===== src/rtl/vtisa_mem_responder.sv =====
// Memory-side target for the vtisa CPU pin bus: decodes address/data cycles and serves ROM/RAM.
// Define VTISA_ROM_PROG_EN to enable the ROM program port and make ROM read-only from the bus.
module vtisa_mem_responder #(
    parameter int ROM_DEPTH = 32,
    parameter int RAM_DEPTH = 16
) (
    input  logic       clk,
    input  logic       reset,
    input  logic [7:0] bus_in,
    input  logic       rom_ram,
    input  logic       addr_data,
    output logic [7:0] data_out,
    output logic       txn_done,
    input  logic       prog_we,
    input  logic [7:0] prog_addr,
    input  logic [7:0] prog_data
);

    localparam int ROM_AW = (ROM_DEPTH > 1) ? $clog2(ROM_DEPTH) : 1;
    localparam int RAM_AW = (RAM_DEPTH > 1) ? $clog2(RAM_DEPTH) : 1;

    typedef enum logic {
        IDLE,
        ADDR
    } state_t;

    state_t state;
    state_t next_state;

    logic              latch_addr;
    logic              do_txn;
    logic              do_write;
    logic [7:0]        addr_q;
    logic              space_q;
    logic [7:0]        rd_data;
    logic              ram_we;
    logic              rom_bus_we;
    logic [ROM_AW-1:0] rom_rd_idx;
    logic [ROM_AW-1:0] rom_wr_idx;
    logic [RAM_AW-1:0] ram_rd_idx;
    logic [RAM_AW-1:0] ram_wr_idx;
    logic              unused_sink;

    logic [7:0] rom_mem [ROM_DEPTH];
    logic [7:0] ram_mem [RAM_DEPTH];

    always_ff @(posedge clk) begin
        if (reset) begin
            state <= IDLE;
        end else begin
            state <= next_state;
        end
    end

    always_comb begin
        next_state = state;
        latch_addr = 1'b0;
        do_txn     = 1'b0;
        do_write   = 1'b0;
        case (state)
            IDLE: begin
                if (addr_data) begin
                    latch_addr = 1'b1;
                    next_state = ADDR;
                end
            end
            ADDR: begin
                // A second address cycle restarts the transaction without completing it.
                if (addr_data) begin
                    latch_addr = 1'b1;
                end else begin
                    do_txn     = 1'b1;
                    do_write   = rom_ram;
                    next_state = IDLE;
                end
            end
            default: begin
                next_state = IDLE;
            end
        endcase
    end

    // Only the low bits of the address byte index each array, so addresses wrap.
    assign rom_rd_idx = bus_in[ROM_AW-1:0];
    assign ram_rd_idx = bus_in[RAM_AW-1:0];
    assign rom_wr_idx = addr_q[ROM_AW-1:0];
    assign ram_wr_idx = addr_q[RAM_AW-1:0];

    always_comb begin
        rd_data = 8'h00;
        if (rom_ram) begin
            rd_data = ram_mem[ram_rd_idx];
        end else begin
            rd_data = rom_mem[rom_rd_idx];
        end
    end

    assign ram_we = do_write & space_q;
`ifdef VTISA_ROM_PROG_EN
    assign rom_bus_we  = 1'b0;
    assign unused_sink = &{1'b0, addr_q, prog_addr, do_write};
`else
    assign rom_bus_we  = do_write & ~space_q;
    assign unused_sink = &{1'b0, addr_q, prog_we, prog_addr, prog_data};
`endif

    always_ff @(posedge clk) begin
        if (reset) begin
            data_out <= 8'h00;
            txn_done <= 1'b0;
            addr_q   <= 8'h00;
            space_q  <= 1'b0;
        end else begin
            txn_done <= do_txn;
            if (latch_addr) begin
                addr_q   <= bus_in;
                space_q  <= rom_ram;
                data_out <= rd_data;
            end
        end
    end

    always_ff @(posedge clk) begin
        if (reset) begin
            for (int i = 0; i < RAM_DEPTH; i++) begin
                ram_mem[i] <= 8'h00;
            end
        end else if (ram_we) begin
            ram_mem[ram_wr_idx] <= bus_in;
        end
    end

    // Reads above sample the pre-edge contents, so a same-edge program write returns old data.
    always_ff @(posedge clk) begin
        if (reset) begin
            for (int i = 0; i < ROM_DEPTH; i++) begin
                rom_mem[i] <= 8'h00;
            end
        end else begin
`ifdef VTISA_ROM_PROG_EN
            if (prog_we) begin
                rom_mem[prog_addr[ROM_AW-1:0]] <= prog_data;
            end
`else
            if (rom_bus_we) begin
                rom_mem[rom_wr_idx] <= bus_in;
            end
`endif
        end
    end

endmodule


===== config.mk =====
export PLATFORM = sky130hd
export DESIGN_NAME = vtisa_mem_responder
export DESIGN_NICKNAME = d
export VERILOG_FILES = /design/src/rtl/vtisa_mem_responder.sv
export SDC_FILE = /design/constraint.sdc
export NUM_CORES = 1
export LEC_CHECK = 0
export BUFFER_PORTS_ARGS = -buffer_cell sky130_fd_sc_hd__buf_4
export CORE_MARGIN = 3
export CORE_UTILIZATION = 45
export CTS_BUF_LIST = sky130_fd_sc_hd__clkbuf_4
export DETAILED_ROUTE_END_ITERATION = 8
export GPL_TIMING_DRIVEN = 0
export HOLD_SLACK_MARGIN = 0.15
export PLACE_DENSITY_LB_ADDON = 0.3
export SLEW_MARGIN = 10
export SYNTH_ARGS = -nofsm -noshare
export SYNTH_HDL_FRONTEND = slang
export SYNTH_SLANG_ARGS = --single-unit

===== constraint.sdc =====
create_clock -name clk -period 3.9 [get_ports clk]
set_input_delay 0.195 -clock clk [delete_from_list [all_inputs] [get_ports clk]]
set_output_delay 0.195 -clock clk [all_outputs]
set_load 0.05 [all_outputs]

-- Word level (Yosys, flattened, before mapping)
Memory sizes are Yosys's and may differ from the RTL's.
Index checks and enable logic that the tools add are counted.
- mux-type cells: 19
- bitwise logic cells: 4
- reductions and logical operators: 3
- operator list (cell ; count):
    two-way mux 8 bit ; 3
    OR reduction 8 bit ; 2
    two-way mux 1 bit ; 14
    two-way mux 5 bit ; 1
    two-way mux 4 bit ; 1
    AND 1 bit ; 2
    inverter 1 bit ; 2
    OR reduction 2 bit ; 1
- flip-flop bits (word level): 16
- RAM bits: 384
- input port bits: 29
- output and inout port bits: 9
- word-level logic and storage cells: 33
- memories: 2
- memory list (name ; words ; bits a word ; read ports ; clocked after memory_dff ; write ports ; line ; source):
    rom_mem ; 32 ; 8 ; 1 ; 0 ; 32 ; 44 ; logic [7:0] rom_mem [ROM_DEPTH];
    ram_mem ; 16 ; 8 ; 1 ; 0 ; 16 ; 45 ; logic [7:0] ram_mem [RAM_DEPTH];

-- Logic depth before layout (Yosys ltp)
Gate-level depths: netlist of the first run.
- depth after elaboration: 8
- mapped depth: 9
- depth with buffers taken out: 5

-- Worst setup path after synthesis of the first run
OpenSTA, ideal clock, no wires.
- kind: input to register
- from: input port bus_in[1]
- to: register data_out[1]
- library setup time: 135 ps
- data arrival time: 1815 ps
- required time: 3765 ps
- path slack: 1950 ps
- cell stages on the path: 6
- path buffers: 2
- cell sequence: buf_4 buf_1 mux4_2 mux4_2 o2111ai_1 o2111ai_1
- cells in the longest elaborated chain, start to end: 2
- elaborated cells on any way between the ends: 3
- those cells by class: mux: 1; memory: 2
- ends and longest elaborated chain (element ; line ; source):
    start, declared ; 9 ; input logic [7:0] bus_in,
    memory (32 x 8 bit) / memory (16 x 8 bit) (equally long branches) ; - ;
    two-way mux 8 bit * ; 91 ; if (rom_ram) begin
    end signal, assigned ; 118 ; data_out <= rd_data;
    end, declared ; 12 ; output logic [7:0] data_out,
Every way passes the cells marked *; elsewhere a longest branch is shown, timed or not.
A chain may end at the register's enable or synchronous reset.

==> key figures, run 1 <==
Yosys
  – Post-Syn Instances: approximately 1200
  – Avg Cell Area, Syn: approximately 15 µm²
  – Syn_nets: 1276
  – YS warnings: 0
  – Ys async rst share: 0%
  – Synth Flop Type: edfxtp_1
  – Register bit total from synthesis: 400
  – Register area share after synthesis: between 60% and 70%
  – Synthesized area: 0.0185 mm²
  – Number of flops mapped to enable cells by yosys: roughly 380
  – Yosys cell types: between 40 and 50

Die
  – Die area: ~0.044 mm²
  – Die Span X: 209 µm
  – Die height: approximately 210 µm
  – I/O pin cnt: 38
  – Core Rows: 73
  – Initial Util: about 46%
  – Total core area: 0.0402 mm²

Finish
  – Nets@finish: approximately 1400
  – Fraction of layout cells with a size suffix above 1: about a quarter
  – Area delta synth->final: 11.8%
  – Finished Layout Cells: 1976

STA
  – Final worst path period need: slightly below 3 ns
  – Final setup vio count: 0
  – Slew HR: 22.8%
  – RSZ-0062 raised after global routing: no
  – WHS: about 0.3 ns
  – Final Hold Fails: 0
  – Worst-Margin Slew: between 1 and 1.5 ns
  – Achievable clock frequency: 0.337 GHz
  – Worst Skew: between 0.05 and 0.06 ns
  – Setup TNS: 0 ns
  – Final period utilization: 76.0%
  – Count of final max-slew check failures: 0

Clocking
  – Resized Gates After CTS: 0
  – Clock Pin Slew Worst Setup and Hold Paths: 0.07 ns
  – Clock Latency Late Sink: between 0.8 and 0.9 ns
  – Hold Buf Count CTS: 11
  – Setup bufs post-CTS: 0
  – Num CTS Buffers: between 100 and 150
  – CTS sink cnt: 400
  – Htree depth: 3
  – Root Driver: clkbuf_4
  – Maximum root-to-sink buffer count: 3
  – CTS tree: built

Setup path
  – Critical Path Sink Type: flop
  – Arrival time worst endpoint: ~3.5 ns
  – Crit-path most repeated cell: clkbuf_1
  – Max FO, Critical Path: 10
  – Crit path buffers/inverters: 2
  – CP Cell Sequence: and4b_1, clkbuf_1, nand3_1, clkbuf_1, nor2_1, or2_2
  – Critical path class: flop to flop
  – Setup crit start kind: flop
  – WP data required: around 4.4 ns
  – Crit path max-delay cell type: nor2_1
  – Slowest stage delay, CP: approximately 0.65 ns
  – Crit path max-delay family: simple AND/OR/NAND/NOR gates

Global route
  – GR Util All Layers: 23.8%
  – Antenna violations before repair: 4
  – Vias in the first global route: 11500
  – First-pass GRT wire length: between 70 and 80 mm
  – Total congestion overflow: 0
  – Largest net degree at the start of global routing: 15

Routing
  – DR WL/cell: around 26 µm
  – Drt first pass iters: 6
  – Vias per cell: about 5.8
  – Vias: ~12000
  – Post-route antenna net violation count: 0
  – DR iter-0 viols: between 1000 and 1500
  – Remaining DRCs: 0
  – Final WL: roughly 52 mm

Run
  – Maxcap violations: 0

Outcome
  – Status: completed

Place
  – DP Cell Count: between 1500 and 2000
  – HPWL Detailed: ~35 mm
  – Port bufs: 13
  – GP Congestion: 0.913

Hold path
  – Worst hold path class: primary input to flop

Power
  – LEAKAGE: about 7.5 nW
  – Worst vdd ir: between 0.2 and 0.25 mV
  – Pwr/cell area: 448 mW/mm²
## cells in the final DEF, fill, tap and decap left out, drive strengths merged, types with 5 or more instances in the layout
cell	n
inv	5
clkinv	16
mux4	93
nor3	46
o2111ai	6
a21oi	6
dfxtp	16
clkbuf	225
nor2	54
nand4	5
dlygate4sd3	11
buf	45
edfxtp	384
nor4	13
nor2b	7
a221oi	9
nand2	22
and2	341
mux2i	33
o21ai	11
or2	52
nand2b	6
nand3	8
## worst register-to-register path: cells and delay by family, from the launching register on
family	cells	cell delay, ns
AND/OR/NAND/NOR	4	1.53
buffers and inverters	2	0.67
flip-flops	1	0.44
## stage by stage
step	power, mW	setup WS [ns]	util, %	cell area, µm²
after floorplan	5.41	1.95	-	18500
final	9.26	0.934	51.5	20700
after CTS	9.29	1.06	51.4	20700
after global placement	5.68	0.823	47.9	19200
after detailed placement	5.69	0.764	47.9	19300
after global routing	9.58	0.832	51.5	20700
## registers in the layout, indices dropped and copies added, names as in the netlist
name	count
space_q	1
rom_mem	256
data_out	8
addr_q	5
ram_mem	128
state	1
txn_done	1
## path summary, 6_finish.rpt
| path | startpoint | endpoint | slack, ns | cells after the start |
|---|---|---|---|---|
| worst max-delay path | state$_SDFF_PP0_ | rom_mem[3][0]$_SDFFCE_PN0P_ | 0.93 | 6 |
| worst min-delay path | bus_in[7] | ram_mem[6][7]$_SDFFCE_PN0P_ | 0.30 | 2 |
| worst max register to register | state$_SDFF_PP0_ | rom_mem[3][0]$_SDFFCE_PN0P_ | 0.93 | 6 |
| worst min register to register | data_out[2]$_SDFFE_PP0P_ | data_out[2]$_SDFFE_PP0P_ | 0.50 | 2 |
## where the power goes
group	total [mW]	leakage (nW)	switching [mW]	internal [mW]
sequential	4.89	4.08	0.0528	4.84
combinational	0.723	2.67	0.473	0.250
clock	3.64	0.784	1.72	1.92
## cells by family after synthesis
group / count (synthesis) / share of synthesized area, %
flops: 400 / 64.1
compound gates: 50 / 1.98
simple gates: 563 / 17.7
buf+inv: 104 / 2.74
mux: 130 / 13.5
## Yosys cell counts (8+ instances only)
cell type | n | share of area [%]
nand3_1 | 8 | 0.22
buf_2 | 13 | 0.35
or2_2 | 49 | 1.7
dfxtp_1 | 16 | 1.7
and2_1 | 341 | 12
nor4_1 | 13 | 0.44
buf_4 | 8 | 0.32
edfxtp_1 | 384 | 62
mux4_2 | 87 | 11
mux2i_1 | 33 | 1.8
a221oi_1 | 9 | 0.43
nand2_1 | 22 | 0.45
o21ai_0 | 9 | 0.24
nor2_1 | 54 | 1.1
nor3_1 | 46 | 1.2
clkbuf_1 | 70 | 1.4
## area by class of cell
type	instances	area [µm²]
fillers	3468	19500
multi-input cells	743	6150
diodes	3	7.51
well taps	525	657
clock buffers	154	1160
inverters	1	3.75
plain buffers	103	503
flip-flops and latches	400	11900
clock inverters	23	145
repair buffers	24	208
## metal layers
layer	wire length (µm)	global-route usage, %	up-vias	part of all wire [%]
li1	-	-	4959	-
met1	21900	34.4	5833	42
met2	23000	35.4	637	45
met3	4920	5.73	101	9.6
met4	1710	8.45	2	3.3
met5	13	0	-	0.025
(Power assumes the default switching activity.)
==> inputs of run 2 (changes only) <==
clock period = 2.8 ns   (was 3.9 ns; I/O delays follow)
==> run 2 against run 1 <==
- the flow now finishes with violations (setup timing)
- clock power grew 40%
- flip-flop and latch count unchanged
- count of clock-buffer cells in the layout did not move
- non-clock buffer count did not move
- utilization increased by 0.13 points
- largest cell class unchanged
- critical endpoint is now rom_mem[1][0]$_SDFFCE_PN0P_
- wire length is essentially flat
- die area stayed put
- design area up 0.25%
- via count shrank 0.10%
- hold slack worse by 0.069 ns
==> key figures, run 2 (synthesis results as in run 1) <==
STA
  – Final Hold Fails: 0 (unchanged)
  – Achievable clock frequency: 0.356 GHz (+5.7%)
  – Worst-Margin Slew: 1.02 ns (-0.129 ns)
  – Slew HR: 32.0% (+9.2 points)
  – Setup TNS: -0.0229 ns (-0.0229 ns)
  – Worst Skew: 0.0760 ns (+0.0218 ns)
  – Final period utilization: 100% (+24 points)
  – Count of final max-slew check failures: 0 (unchanged)
  – RSZ-0062 raised after global routing: yes
  – Final setup vio count: 5 (+5)
  – Final WS setup: -0.00683 ns (-0.941 ns)
  – Final worst path period need: 2.81 ns (-0.159 ns)

Run
  – Maxcap violations: 0 (unchanged)

Clocking
  – Clock Latency Late Sink: 0.83 ns (about the same)
  – Maximum root-to-sink buffer count: 3 (unchanged)
  – Clock Pin Slew Worst Setup and Hold Paths: 0.08 ns (about the same)
  – Htree depth: 3 (unchanged)
  – CTS sink cnt: 400 (unchanged)
  – Setup bufs post-CTS: 0 (unchanged)
  – CTS tree: built
  – Root Driver: clkbuf_4
  – Num CTS Buffers: 103 (unchanged)

Setup path
  – Critical path class: flop to flop
  – Slowest stage delay, CP: 0.62 ns (-0.03 ns)
  – Arrival time worst endpoint: 3.29 ns (-0.16 ns)
  – Crit-path most repeated cell: clkbuf_1
  – Setup crit start kind: flop
  – Worst R2R Path Depth: 6 (unchanged)
  – Crit path launch: state$_SDFF_PP0_
  – Crit path buffers/inverters: 2 (unchanged)
  – Crit path max-delay family: simple AND/OR/NAND/NOR gates
  – Critical Path Sink Type: flop
  – Worst setup path end: rom_mem[1][0]$_SDFFCE_PN0P_
  – CP Cell Sequence: and4b_1, clkbuf_1, nand3b_1, clkbuf_1, nor2_1, or2_2
  – R2r setup slk: -0.007 ns (-0.94 ns)
  – WP data required: 3.28 ns (-1.10 ns)
  – Crit path max-delay cell type: nor2_1
  – Critical Path Stages: 6 (unchanged)
  – Max FO, Critical Path: 10 (unchanged)
  – Worst R2R End: rom_mem[1][0]$_SDFFCE_PN0P_
  – FF-to-FF Start: state$_SDFF_PP0_

Place
  – HPWL Detailed: 34.7 mm (unchanged)
  – Worst slack, placed: -0.281 ns (-1.05 ns)
  – GP Congestion: 0.913 (unchanged)
  – Port bufs: 13 (unchanged)
  – DP Cell Count: 1785 (unchanged)

Finish
  – Fin util: 51.6% (+0.13 points)
  – Nets@finish: 1405 (unchanged)
  – Area delta synth->final: 12.1%
  – Most common cell after layout, fill and taps aside: edfxtp_1
  – Fraction of layout cells with a size suffix above 1: 25.2% (+1.0 points)
  – Max reg flops: 256 (unchanged)
  – Most frequent cells in the layout: edfxtp_1, and2_1, clkbuf_4
  – Finished Layout Cells: 1976 (unchanged)
  – Biggest register: rom_mem
  – Top flop regs: rom_mem: 256 flops, ram_mem: 128 flops, data_out: 8 flops
  – Filler cell count in the final layout: 3462 (-0.17%)

Routing
  – Drt first pass iters: 5 (-1)
  – Vias: 11500 (-0.10%)
  – Vias per cell: 5.83 (-0.10%)
  – Remaining DRCs: 0 (unchanged)
  – Final WL: 51.5 mm (about the same)
  – DR iter-0 viols: 1353 (-4.7%)
  – Post-route antenna net violation count: 0 (unchanged)
  – DR WL/cell: 26.1 µm (about the same)

Die
  – Die height: 209 µm (unchanged)
  – Total core area: 0.0402 mm² (unchanged)
  – Core Rows: 73 (unchanged)
  – Initial Util: 46.0% (unchanged)
  – Die Span X: 209 µm (unchanged)
  – Die area: 0.0436 mm² (unchanged)
  – I/O pin cnt: 38 (unchanged)

Global route
  – Antenna violations before repair: 4 (unchanged)
  – Total congestion overflow: 0 (unchanged)
  – Largest net degree at the start of global routing: 15 (unchanged)
  – GR Util All Layers: 23.8% (about the same)
  – Vias in the first global route: 11500 (+0.035%)
  – First-pass GRT wire length: 76.1 mm (about the same)

Outcome
  – Status: finished with violations
  – Failing checks: setup timing

Hold path
  – Worst hold path class: primary input to flop

Power
  – LEAKAGE: 7.55 nW (+0.15%)
  – Worst vdd ir: 0.334 mV (+40%)
  – Power Total: 12.9 mW (+40%)
  – Pwr/cell area: 623 mW/mm² (+39%)
-- run 2: how the worst min path moves through the flow --
stage / slack [ns] / start / endpoint / depth (start not counted)
5_1_grt: 0.21 / bus_in[7] / ram_mem[7][7]$_SDFFCE_PN0P_ / 2
4_1_cts: 0.17 / bus_in[7] / ram_mem[5][7]$_SDFFCE_PN0P_ / 2
2_1_floorplan: 0.22 / reset / state$_SDFF_PP0_ / 1
6_report: 0.23 / bus_in[7] / ram_mem[7][7]$_SDFFCE_PN0P_ / 2
3_3_place_gp: 0.38 / reset / state$_SDFF_PP0_ / 2
3_5_place_dp: 0.38 / reset / state$_SDFF_PP0_ / 2
-- run 2: report_power, final --
group	switching [mW]	internal (mW)
registers	0.0739	6.74
clock network	2.42	2.68
logic	0.661	0.349
-- run 2: repair_timing --
action                                  CTS  global route
hold buffers                             11             0
gates resized for setup                   6            10
endpoints found under the setup margin   33            80
hold endpoints to repair                110             0
-- run 2: final cells by class --
type                       instances  area, µm²  share of cell area (%)
multi-input combinational        743       6200                    29.9
buffer                           103        504                    2.43
tap                              525        657                    3.17
inverter                           1       3.75                  0.0181
clock inverter                    23        145                   0.700
sequential                       400      11900                    57.2
timing repair buffer              24        208                    1.00
antenna                            3       7.51                  0.0362
clock buffer                     154       1160                    5.58
-- run 2: per-stage QoR --
step                hold WS [ns]  area [µm²]
floorplan                  0.219       18500
global placement           0.382       19200
detailed placement         0.384       19300
CTS                        0.171       20700
global route               0.207       20700
finish                     0.226       20700
-- run 2: layer usage --
layer  up-vias  part of all wire, %  global-route usage, %  routed length (µm)
met5         -                0.025                      0                  13
li1       4956                    -                      -                   -
met1      5855                   43                   34.5               22000
met4         2                  3.3                   8.31                1710
met3       109                  9.4                   5.61                4830
met2       598                   45                   35.5               22900
